## config.mk

```make
export PLATFORM = sky130hd
export DESIGN_NAME = rx_chan_collect
export DESIGN_NICKNAME = d
export VERILOG_FILES = /design/src/rtl/rx_chan_collect.sv
export SDC_FILE = /design/constraint.sdc
export NUM_CORES = 1
export LEC_CHECK = 0
export ABC_AREA = 1
export CELL_PAD_IN_SITES_DETAIL_PLACEMENT = 0
export CELL_PAD_IN_SITES_GLOBAL_PLACEMENT = 2
export CORE_UTILIZATION = 35
export DETAILED_ROUTE_END_ITERATION = 10
export DONT_BUFFER_PORTS = 1
export PLACE_DENSITY = 0.8
export SLEW_MARGIN = 25
export SYNTH_ARGS = -nofsm -noshare
export SYNTH_HDL_FRONTEND = slang
export SYNTH_SLANG_ARGS = --single-unit
```

## constraint.sdc

```tcl
create_clock -name adc_clk -period 1.5 [get_ports adc_clk]
set_input_delay 0.15 -clock adc_clk [delete_from_list [all_inputs] [get_ports adc_clk]]
set_output_delay 0.15 -clock adc_clk [all_outputs]
set_load 0.01 [all_outputs]
```

## src/rtl/rx_chan_collect.sv

```systemverilog
// Collects per-channel 24-bit I/Q samples into a staging bank, transfers complete frames to a hold bank,
// and serves them as 16-bit words. Optional macro RX_COLLECT_TEST_EN replaces held data with a counter pattern.
module rx_chan_collect #(
  parameter  int NCHAN = 4,
  parameter  int DW    = 24,
  localparam int CW    = $clog2(NCHAN)
) (
  input  logic                adc_clk,
  input  logic                adc_rst_n,
  input  logic [NCHAN-1:0]    rx_en_A,
  input  logic [NCHAN-1:0]    rx_strobe_A,
  input  logic [NCHAN*DW-1:0] rx_i_A,
  input  logic [NCHAN*DW-1:0] rx_q_A,
  input  logic                ser,
  input  logic                rd_getI,
  input  logic                rd_getQ,
  input  logic                ovfl_clr_A,
  output logic                rx_avail_A,
  output logic [15:0]         rx_dout_A,
  output logic                busy_A,
  output logic [CW-1:0]       chan_A,
  output logic [NCHAN-1:0]    ovfl_A
);

  typedef enum logic {IDLE, BUSY} state_t;

  state_t           state_q, state_d;
  logic [DW-1:0]    stg_i  [NCHAN];
  logic [DW-1:0]    stg_q  [NCHAN];
  logic [DW-1:0]    hold_i [NCHAN];
  logic [DW-1:0]    hold_q [NCHAN];
  logic [NCHAN-1:0] pend;
  logic [NCHAN-1:0] en_lat;
  logic [NCHAN-1:0] ovfl_set;
  logic [1:0]       widx, widx_d;
  logic [CW-1:0]    chan_d, first_en, first_lat, next_chan;
  logic             next_found;
  logic             avail_d;
  logic             transfer;
  logic [15:0]      word_sel;

  assign transfer = (state_q == IDLE) && (rx_en_A != '0) && ((pend & rx_en_A) == rx_en_A);
  // A channel being transferred this edge has its pend cleared, so a coincident strobe is not an overrun.
  assign ovfl_set = rx_strobe_A & pend & ~({NCHAN{transfer}} & rx_en_A);
  assign busy_A   = (state_q == BUSY);

  // Lowest enabled channel (live mask and frame mask) and next higher channel of the current frame.
  always_comb begin
    first_en   = '0;
    first_lat  = '0;
    next_chan  = chan_A;
    next_found = 1'b0;
    for (int c = NCHAN - 1; c >= 0; c--) begin
      if (rx_en_A[c]) first_en = c[CW-1:0];
      if (en_lat[c])  first_lat = c[CW-1:0];
      if (en_lat[c] && (c > int'(chan_A))) begin
        next_chan  = c[CW-1:0];
        next_found = 1'b1;
      end
    end
  end

  // NOTE: every output of a combinational block gets a default first, so no path can infer a latch.
  always_comb begin
    state_d = state_q;
    chan_d  = chan_A;
    widx_d  = widx;
    avail_d = 1'b0;
    case (state_q)
      IDLE: begin
        if (transfer) begin
          state_d = BUSY;
          chan_d  = first_en;
          widx_d  = 2'd0;
          avail_d = 1'b1;
        end
      end
      BUSY: begin
        if (ser) begin
          widx_d = 2'd0;
          if (next_found) begin
            chan_d = next_chan;
          end else begin
            state_d = IDLE;
            chan_d  = first_lat;
          end
        end else if (rd_getI || rd_getQ) begin
          widx_d = (widx == 2'd2) ? 2'd0 : widx + 2'd1;
        end
      end
      default: state_d = IDLE;
    endcase
  end

  always_comb begin
    case (widx)
      2'd0:    word_sel = hold_i[chan_A][DW-1 -: 16];
      2'd1:    word_sel = hold_q[chan_A][DW-1 -: 16];
      default: word_sel = {hold_i[chan_A][7:0], hold_q[chan_A][7:0]};
    endcase
  end

  // NOTE: sequential state uses non-blocking assignments so every register samples pre-edge values.
  always_ff @(posedge adc_clk or negedge adc_rst_n) begin
    if (!adc_rst_n) begin
      state_q    <= IDLE;
      chan_A     <= '0;
      widx       <= '0;
      rx_avail_A <= 1'b0;
      rx_dout_A  <= '0;
      en_lat     <= '0;
      pend       <= '0;
      ovfl_A     <= '0;
    end else begin
      state_q    <= state_d;
      chan_A     <= chan_d;
      widx       <= widx_d;
      rx_avail_A <= avail_d;
      rx_dout_A  <= word_sel;
      if (transfer) en_lat <= rx_en_A;
      pend       <= rx_strobe_A | (pend & ~({NCHAN{transfer}} & rx_en_A));
      ovfl_A     <= ovfl_clr_A ? ovfl_set : (ovfl_A | ovfl_set);
    end
  end

`ifdef RX_COLLECT_TEST_EN
  logic [15:0] frame_ctr;
  always_ff @(posedge adc_clk or negedge adc_rst_n) begin
    if (!adc_rst_n)    frame_ctr <= '0;
    else if (transfer) frame_ctr <= frame_ctr + 16'd1;
  end
`endif

  // NOTE: the sample banks are reset too, since the served data must read zero before the first frame.
  always_ff @(posedge adc_clk or negedge adc_rst_n) begin
    if (!adc_rst_n) begin
      for (int c = 0; c < NCHAN; c++) begin
        stg_i[c]  <= '0;
        stg_q[c]  <= '0;
        hold_i[c] <= '0;
        hold_q[c] <= '0;
      end
    end else begin
      for (int c = 0; c < NCHAN; c++) begin
        if (rx_strobe_A[c]) begin
          stg_i[c] <= rx_i_A[c*DW +: DW];
          stg_q[c] <= rx_q_A[c*DW +: DW];
        end
        if (transfer && rx_en_A[c]) begin
`ifdef RX_COLLECT_TEST_EN
          hold_i[c] <= DW'({8'hA0 | 8'(c), frame_ctr});
          hold_q[c] <= DW'({8'hB0 | 8'(c), ~frame_ctr});
`else
          hold_i[c] <= stg_i[c];
          hold_q[c] <= stg_q[c];
`endif
        end
      end
    end
  end

endmodule

```

==> impl_summary.log, run 1 <==
[metrics] routed via count divided by cell count: 4.98
[metrics] fill cell instance count of the final layout: 4,317
[metrics] number of nets produced by synthesis: 2,110
[metrics] CTS tree: yes
[metrics] horizontal die dimension: 223 um
[metrics] number of iterations in the first detailed-routing pass: 8
[metrics] vias after detailed routing: 14,863
[metrics] number of synthesized flops with an enable pin: 0
[metrics] sinks on the clock net: 418
[metrics] Die Outline Area: 0.0495 mm2
[metrics] power density normalized to cell area: 1790 mW/mm2
[metrics] r2r setup slk: -0.0009 ns
[metrics] main combinational cell family by area after synthesis: compound AO/OA/AOI/OAI gates
[metrics] initial antenna violation count: 1
[metrics] area growth from synthesis to final layout: 44.1%
[metrics] depth of the most critical reg-to-reg path: 6
[metrics] Commonest cells post-synth: 468 x sky130_fd_sc_hd__nand2_1, 418 x sky130_fd_sc_hd__dfrtp_1, 342 x sky130_fd_sc_hd__o21ai_0
[metrics] failing checks: hold timing, setup timing
[metrics] mux cell area share after synthesis: 0%
[metrics] clock edge transition at the registers on the reported setup and hold paths: 0.07 ns
[metrics] Main synth FF type: sky130_fd_sc_hd__dfrtp_1
[metrics] clock tree buffer depth: 3
[metrics] yosys warns: 0
[metrics] post-synthesis simple-gate area fraction: 13.7%
[metrics] critical path type: flip-flop to flip-flop
[metrics] sum of internal, switching and leakage power: 43.8 mW
[metrics] number of setup violations in the final report: 1
[metrics] Crit Path Max Fanout: 16
[metrics] Crit path buffers/inverters: 2
[metrics] Worst setup SP type: flip-flop
[metrics] tightest slew margin relative to the limit: 1.03%
[metrics] clock latency reported for the late side of the worst-skew pair: 0.59 ns
[metrics] Worst-Margin Slew: 1.48 ns
[metrics] area inside the core boundary: 0.0478 mm2
[metrics] Post-Syn Instances: 1,904
[metrics] mean routed wirelength per cell: 20.8 um
[metrics] cell class contributing the biggest share of worst-path delay: compound AO/OA/AOI/OAI gates
[metrics] number of max-slew violations in the final report: 0
[metrics] Register Area: 0.0105 mm2
[metrics] cell-by-cell listing of the critical path: inv_6 -> buf_12 -> o21ai_0 -> o22ai_1 -> nand2_1 -> nand3_1
[metrics] Leak: 11.4 nW
[metrics] Routability Congestion: 0.964
[metrics] final global-route overflow total: 0
[metrics] data arrival time of the worst path: 1.96 ns
[metrics] endpoint class of the critical path: flip-flop
[metrics] worst reg2reg endpoint: rx_dout_A[15]$_DFF_PN0_
[metrics] all-layer global routing usage: 24.5%
[metrics] synthesized-area fraction occupied by xor and xnor cells: 0%
[metrics] worst hold slack across all endpoints: -0.742 ns
[metrics] number of cell rows: 80
[metrics] dpl hpwl: 39.4 mm
[metrics] wire length of the first global-routing pass: 90.9 mm
[metrics] Post-Synthesis Mean Instance Area: 8.94 um2
[metrics] Post-layout nets: 2,537
[metrics] Final Routed Wirelength: 62.2 mm
[metrics] max frequency: 666 MHz
[metrics] Yosys cell types: 21
[metrics] fraction of the mapped netlist area in compound gates: 16.6%
[metrics] number of DRC violations after detailed-routing iteration 0: 1,488
[metrics] pre-CTS WS: -0.122 ns
[metrics] number of violations of the max-capacitance limit: 0
[metrics] # DRC: 0
[metrics] largest voltage drop on the vdd net: 0.000860 V
[metrics] unrepaired setup endpoints after global routing: true
[metrics] Final Critical Period: 1.50 ns
[metrics] final clock skew: 0.0201 ns
[metrics] area share of fa/ha/maj cells after synthesis: 0%
[metrics] cell types occupying the most area after synthesis: sky130_fd_sc_hd__dfrtp_1 61%, sky130_fd_sc_hd__nand2_1 10%, sky130_fd_sc_hd__o21ai_0 10%
[metrics] Critical Path Max Stage Delay: 0.44 ns
[metrics] Hold Crit Class: input port to asynchronous set/reset pin
[metrics] starting utilization of the core area: 35.6%
[metrics] CTS Hold Bufs: 491
[metrics] multi-input logic area: 0.00547 mm2
[metrics] post-synthesis sequential area ratio: 61.4%
[metrics] number of routed nets with antenna violations: 0
[metrics] ports placed on the boundary: 230
[metrics] Mapped Area: 0.0170 mm2
[metrics] maximum number of pins on one net before global-route repair: 419
[metrics] top cell type's share of synthesized area: 61.4%
[metrics] CP required: 1.95 ns
[metrics] Port-buffer cells: 0
[metrics] TritonCTS buffer count: 47
[metrics] cell with the most instances after synthesis: sky130_fd_sc_hd__nand2_1
[metrics] vias in the first global route: 15,185
[metrics] number of storage elements in the synthesis netlist: 418
[metrics] Final Worst Setup Slack: -0.000906 ns
[metrics] die span in y: 223 um
[metrics] htree depth: 2
[metrics] outcome: finished with violations
[metrics] FF-to-FF Start: chan_A[0]$_DFFE_PN0P_
[metrics] final worst-path cycle share: 100%
[metrics] final hold violation count: 437
[metrics] clock root buffer master: sky130_fd_sc_hd__clkbuf_16
[metrics] cell taking the most area after synthesis: sky130_fd_sc_hd__dfrtp_1
[metrics] proportion of register bits with asynchronous set or reset after synthesis: 100%
[metrics] slowest cell on the critical path: sky130_fd_sc_hd__dfrtp_2
[metrics] fraction of final layout cells with drive strength greater than 1: 11.3%
[cells by family (layout without fill, tap and decap cells)]
logic type / after synthesis / after routing
compound gates: 547 / 547
flops: 418 / 418
simple gates: 605 / 606
other cells: 0 / 1
buf+inv: 334 / 797
[metal layers]
layer,wire (um),vias up,track usage [%]
met2,28700,458,38.6
li1,-,6972,-
met4,2290,0,9.83
met5,0,-,0
met3,4320,105,6.20
met1,26800,7328,32.3
[worst reg2reg max path: cells and delay by family, from the launching register on]
family,cells,cell delay (ns)
compound gates,2,0.51
buf+inv,2,0.23
flops,1,0.44
simple gates,2,0.17
[power by group]
| part | total (mW) | internal, mW | switching [mW] |
|---|---|---|---|
| sequential | 18.1 | 14.5 | 3.58 |
| combinational | 13.8 | 6.11 | 7.66 |
| clock | 11.9 | 7.06 | 4.84 |
| total | 43.8 | 27.7 | 16.1 |
[final cells by class]
class,instances,share of cell area (%)
flip-flops and latches,418,42.7
multi-input cells,1153,22.3
well taps,615,3.14
clock inverters,14,0.704
inverters,215,3.36
repair buffers,496,22.0
diodes,1,0.0102
clock buffers,72,5.80
[sequential cells by signal, summed over array words and instances, names as in the netlist]
register and cells:
hold_i 96, hold_q 96, stg_i 96, stg_q 96, rx_dout_A 16, en_lat 4
ovfl_A 4, pend 4, chan_A 2, widx 2, busy_A 1, rx_avail_A 1
[worst max path at each step]
stage	from	end	depth (start not counted)
after floorplan	chan_A[0]$_DFFE_PN0P_	rx_dout_A[5]$_DFF_PN0_	8
after global placement	chan_A[0]$_DFFE_PN0P_	rx_dout_A[3]$_DFF_PN0_	6
after detailed placement	chan_A[0]$_DFFE_PN0P_	rx_dout_A[1]$_DFF_PN0_	6
after CTS	chan_A[0]$_DFFE_PN0P_	rx_dout_A[1]$_DFF_PN0_	6
after global routing	pend[1]$_DFF_PN0_	hold_q[67]$_DFFE_PN0P_	10
final	chan_A[0]$_DFFE_PN0P_	rx_dout_A[15]$_DFF_PN0_	6
[stage by stage]
step            TNS [ns]  instances  hold slack, ns  utilization [%]  area [um2]
2_1_floorplan          0       1904          -0.146                -       17000
3_3_place_gp      -0.206       2461          -0.112             37.3       17800
3_5_place_dp      -0.249       2461          -0.113             37.3       17800
4_1_cts                0       3039          -0.737             51.1       24400
5_1_grt            -2.98       2984          -0.743             51.3       24500
6_report       -0.000906       2984          -0.742             51.3       24500
[cell usage in the layout, fill, tap and decap left out, types with 15 or more instances in the layout]
| master | count |
|---|---|
| sky130_fd_sc_hd__dlygate4sd3_1 | 398 |
| sky130_fd_sc_hd__nand2_2 | 51 |
| sky130_fd_sc_hd__o21ai_1 | 179 |
| sky130_fd_sc_hd__dfrtp_1 | 417 |
| sky130_fd_sc_hd__nand2_1 | 416 |
| sky130_fd_sc_hd__inv_1 | 211 |
| sky130_fd_sc_hd__o21ai_0 | 285 |
| sky130_fd_sc_hd__buf_6 | 15 |
| sky130_fd_sc_hd__nand3_1 | 19 |
| sky130_fd_sc_hd__buf_4 | 42 |
| sky130_fd_sc_hd__clkbuf_16 | 66 |
| sky130_fd_sc_hd__o21ai_2 | 21 |
| sky130_fd_sc_hd__o22ai_1 | 51 |
| sky130_fd_sc_hd__nor2_1 | 99 |
[what timing repair did]
| item | 4_1_cts | 5_1_grt |
|---|---|---|
| gates cloned | 0 | 28 |
| setup endpoints to repair | 21 | 273 |
| setup buffers | 1 | 3 |
| hold endpoints to repair | 788 | 418 |
| pin swaps | 0 | 3 |
| resized for setup | 5 | 168 |
No activity file was read; power rests on OpenSTA's default activity.
==> run 2: changes to the inputs <==
- CELL_PAD_IN_SITES_DETAIL_PLACEMENT: 0 -> not set
- CELL_PAD_IN_SITES_GLOBAL_PLACEMENT: 2 -> not set
- CORE_UTILIZATION: 35 -> 57
==> run 2 against run 1 <==
- the run still ends with hold timing, setup timing left
- global-route usage grew 10 points
- sequential share of layout area rose by 2.7 points
- non-clock buffer count is 190 lower
- combinational power rose by 11%
- worst hold slack improved by 0.077 ns
- clock power fell by 11%
- routed wire length up 2.7%
- utilization up 28 points
- design area decreased by 6.0%
- critical endpoint is now hold_q[69]$_DFFE_PN0P_
- largest power group unchanged
- highest routed layer unchanged
==> impl_summary.log, run 2 (synthesis gave the netlist of run 1 again) <==
[metrics] grt peak-use layer: met2 (unchanged)
[metrics] FF-to-FF Start: pend[0]$_DFF_PN0_ (was chan_A[0]$_DFFE_PN0P_)
[metrics] endpoint class of the critical path: flip-flop (unchanged)
[metrics] sinks on the clock net: 418 (unchanged)
[metrics] wire length of the first global-routing pass: 80.7 mm (was 90.9 mm)
[metrics] cell-by-cell listing of the critical path: inv_2 -> nand2_2 -> nand2_2 -> nor2_4 -> nand2_4 -> clkinv_8 -> buf_12 -> nand2_8 -> clkbuf_16 -> nand2_1 -> o21ai_1 (was inv_6 -> buf_12 -> o21ai_0 -> o22ai_1 -> nand2_1 -> nand3_1)
[metrics] number of DRC violations after detailed-routing iteration 0: 2,223 (was 1,488)
[metrics] Critical Path Max Stage Delay: 0.38 ns (was 0.44 ns)
[metrics] CTS tree: yes (unchanged)
[metrics] power density normalized to cell area: 1940 mW/mm2 (was 1790 mW/mm2)
[metrics] path length in cells of the critical path: 11 (was 6)
[metrics] Ant. Diodes: 0 (was 1)
[metrics] post-layout instance count excluding filler cells: 2,550 (was 2,984)
[metrics] all-layer global routing usage: 35.0% (was 24.5%)
[metrics] critical path's most frequent cell: sky130_fd_sc_hd__nand2_2
[metrics] number of max-slew violations in the final report: 0 (unchanged)
[metrics] final worst-path cycle share: 108% (was 100%)
[metrics] initial antenna violation count: 0 (was 1)
[metrics] clock edge transition at the registers on the reported setup and hold paths: 0.06 ns (was 0.07 ns)
[metrics] area growth from synthesis to final layout: 35.5% (was 44.1%)
[metrics] Hold Crit Class: input port to asynchronous set/reset pin (unchanged)
[metrics] dpl hpwl: 32.5 mm (was 39.4 mm)
[metrics] Final Critical Period: 1.62 ns (was 1.50 ns)
[metrics] multi-input logic area: 0.00627 mm2 (was 0.00547 mm2)
[metrics] Crit Path Max Fanout: 18 (was 16)
[metrics] horizontal die dimension: 175 um (was 223 um)
[metrics] Routability Congestion: 0.992 (was 0.964)
[metrics] global-route track usage on met3: 8.90% (was 6.20%)
[metrics] htree depth: 2 (unchanged)
[metrics] worst hold slack across all endpoints: -0.665 ns (was -0.742 ns)
[metrics] CP required: 1.91 ns (was 1.95 ns)
[metrics] number of violations of the max-capacitance limit: 0 (unchanged)
[metrics] routed via count divided by cell count: 6.27 (was 4.98)
[metrics] Leak: 11.0 nW (was 11.4 nW)
[metrics] final global-route overflow total: 0 (unchanged)
[metrics] number of routed nets with antenna violations: 0 (unchanged)
[metrics] vias after detailed routing: 15,991 (was 14,863)
[metrics] Register Area: 0.0105 mm2 (about the same)
[metrics] number of setup violations in the final report: 203 (was 1)
[metrics] Final Routed Wirelength: 63.8 mm (was 62.2 mm)
[metrics] most frequent cells in the layout: 416 x sky130_fd_sc_hd__dfrtp_1, 341 x sky130_fd_sc_hd__nand2_1, 286 x sky130_fd_sc_hd__o21ai_0, 210 x sky130_fd_sc_hd__inv_1, 199 x sky130_fd_sc_hd__dlygate4sd3_1 (was 417 x sky130_fd_sc_hd__dfrtp_1, 416 x sky130_fd_sc_hd__nand2_1, 398 x sky130_fd_sc_hd__dlygate4sd3_1, 285 x sky130_fd_sc_hd__o21ai_0, 211 x sky130_fd_sc_hd__inv_1)
[metrics] starting utilization of the core area: 58.7% (was 35.6%)
[metrics] clock root buffer master: sky130_fd_sc_hd__clkbuf_16 (unchanged)
[metrics] outcome: finished with violations (unchanged)
[metrics] maximum number of pins on one net before global-route repair: 419 (unchanged)
[metrics] tightest slew margin relative to the limit: 18.4% (was 1.03%)
[metrics] max frequency: 616 MHz (was 666 MHz)
[metrics] pre-CTS WS: 0.0258 ns (was -0.122 ns)
[metrics] depth of the most critical reg-to-reg path: 11 (was 6)
[metrics] met1 track demand over resource in global routing: 44.1% (was 32.3%)
[metrics] Port-buffer cells: 0 (unchanged)
[metrics] data arrival time of the worst path: 2.03 ns (was 1.96 ns)
[metrics] # DRC: 0 (unchanged)
[metrics] unrepaired setup endpoints after global routing: true (unchanged)
[metrics] die span in y: 175 um (was 223 um)
[metrics] Worst setup SP type: flip-flop (unchanged)
[metrics] final clock skew: 0.0253 ns (was 0.0201 ns)
[metrics] mean routed wirelength per cell: 25.0 um (was 20.8 um)
[metrics] Final Worst Setup Slack: -0.123 ns (was -0.000906 ns)
[metrics] cell class contributing the biggest share of worst-path delay: buffers and inverters (was compound AO/OA/AOI/OAI gates)
[metrics] Die Outline Area: 0.0306 mm2 (was 0.0495 mm2)
[metrics] ports placed on the boundary: 230 (unchanged)
[metrics] Crit path buffers/inverters: 4 (was 2)
[metrics] sum of internal, switching and leakage power: 44.7 mW (was 43.8 mW)
[metrics] commonest non-fill, non-tap cell in the layout: sky130_fd_sc_hd__dfrtp_1 (unchanged)
[metrics] slowest cell on the critical path: sky130_fd_sc_hd__dfrtp_1 (was sky130_fd_sc_hd__dfrtp_2)
[metrics] r2r setup slk: -0.12 ns (was -0.0009 ns)
[metrics] clock latency reported for the late side of the worst-skew pair: 0.54 ns (was 0.59 ns)
[metrics] critical path type: flip-flop to flip-flop (unchanged)
[metrics] failing checks: hold timing, setup timing (unchanged)
[metrics] fraction of final layout cells with drive strength greater than 1: 18.8% (was 11.3%)
[metrics] launch point of the worst path: pend[0]$_DFF_PN0_ (was chan_A[0]$_DFFE_PN0P_)
[metrics] area inside the core boundary: 0.0290 mm2 (was 0.0478 mm2)
[metrics] Placed Instances: 2,220 (was 2,461)
[metrics] clock tree buffer depth: 3 (unchanged)
[metrics] vias in the first global route: 14,625 (was 15,185)
[metrics] Worst-Margin Slew: 1.22 ns (was 1.48 ns)
[metrics] number of iterations in the first detailed-routing pass: 7 (was 8)
[metrics] number of cell rows: 62 (was 80)
[metrics] fill cell instance count of the final layout: 1,484 (was 4,317)
[metrics] TritonCTS buffer count: 42 (was 47)
[metrics] final hold violation count: 419 (was 437)
[metrics] largest voltage drop on the vdd net: 0.00117 V (was 0.000860 V)
[metrics] Post-layout nets: 2,346 (was 2,537)
[metrics] CTS Hold Bufs: 206 (was 491)
[metrics] met2 usage: 57.2% (was 38.6%)
[run 2: changes by cell type in the layout (fill, tap and decap cells not counted), sizes merged, moves of 2 or more]
cell,before,now
buf,78,80
clkbuf,90,83
dlygate4sd3,398,199
nand2,474,477
[run 2: path summary, 6_finish.rpt]
check	endpoint
worst max-delay path	hold_q[69]$_DFFE_PN0P_
worst min-delay path	stg_i[18]$_DFFE_PN0P_
worst max register to register	hold_q[69]$_DFFE_PN0P_
worst min register to register	hold_i[91]$_DFFE_PN0P_
max in group asynchronous	hold_i[65]$_DFFE_PN0P_
min in group adc_clk	stg_q[51]$_DFFE_PN0P_
[run 2: routing by layer]
layer	part of all wire, %	wire length (um)
met5	0	0
met3	12	7660
met1	34	21900
met2	46	29600
met4	7.2	4600
[run 2: cell type report]
class | instances | area share, %
clock inverters | 12 | 0.646
flip-flops and latches | 418 | 45.4
inverters | 215 | 3.56
clock buffers | 58 | 5.13
well taps | 384 | 2.08
repair buffers | 306 | 16.0
repair inverters | 1 | 0.0380
multi-input cells | 1156 | 27.2
[run 2: repair_timing]
item | 4_1_cts | 5_1_grt
pin swaps | 0 | 4
buffers inserted | 0 | 11
gates resized for setup | 6 | 378
endpoints found under the hold margin | 658 | 418
gates cloned | 0 | 43
endpoints found under the setup margin | 2 | 202
[run 2: stage by stage]
| step | utilization, % | TNS (ns) | area (um2) |
|---|---|---|---|
| after CTS | 72.3 | -0.00185 | 21000 |
| after detailed placement | 60.3 | 0 | 17500 |
| after global routing | 79.5 | -17.29 | 23100 |
| after global placement | 60.3 | 0 | 17500 |
| final | 79.5 | -10.57 | 23100 |
| after floorplan | - | 0 | 17000 |
[run 2: report_power, final]
group | total, mW | internal [mW] | switching (mW)
combinational | 15.3 | 6.64 | 8.69
clock | 10.6 | 6.03 | 4.56
sequential | 18.8 | 14.5 | 4.26
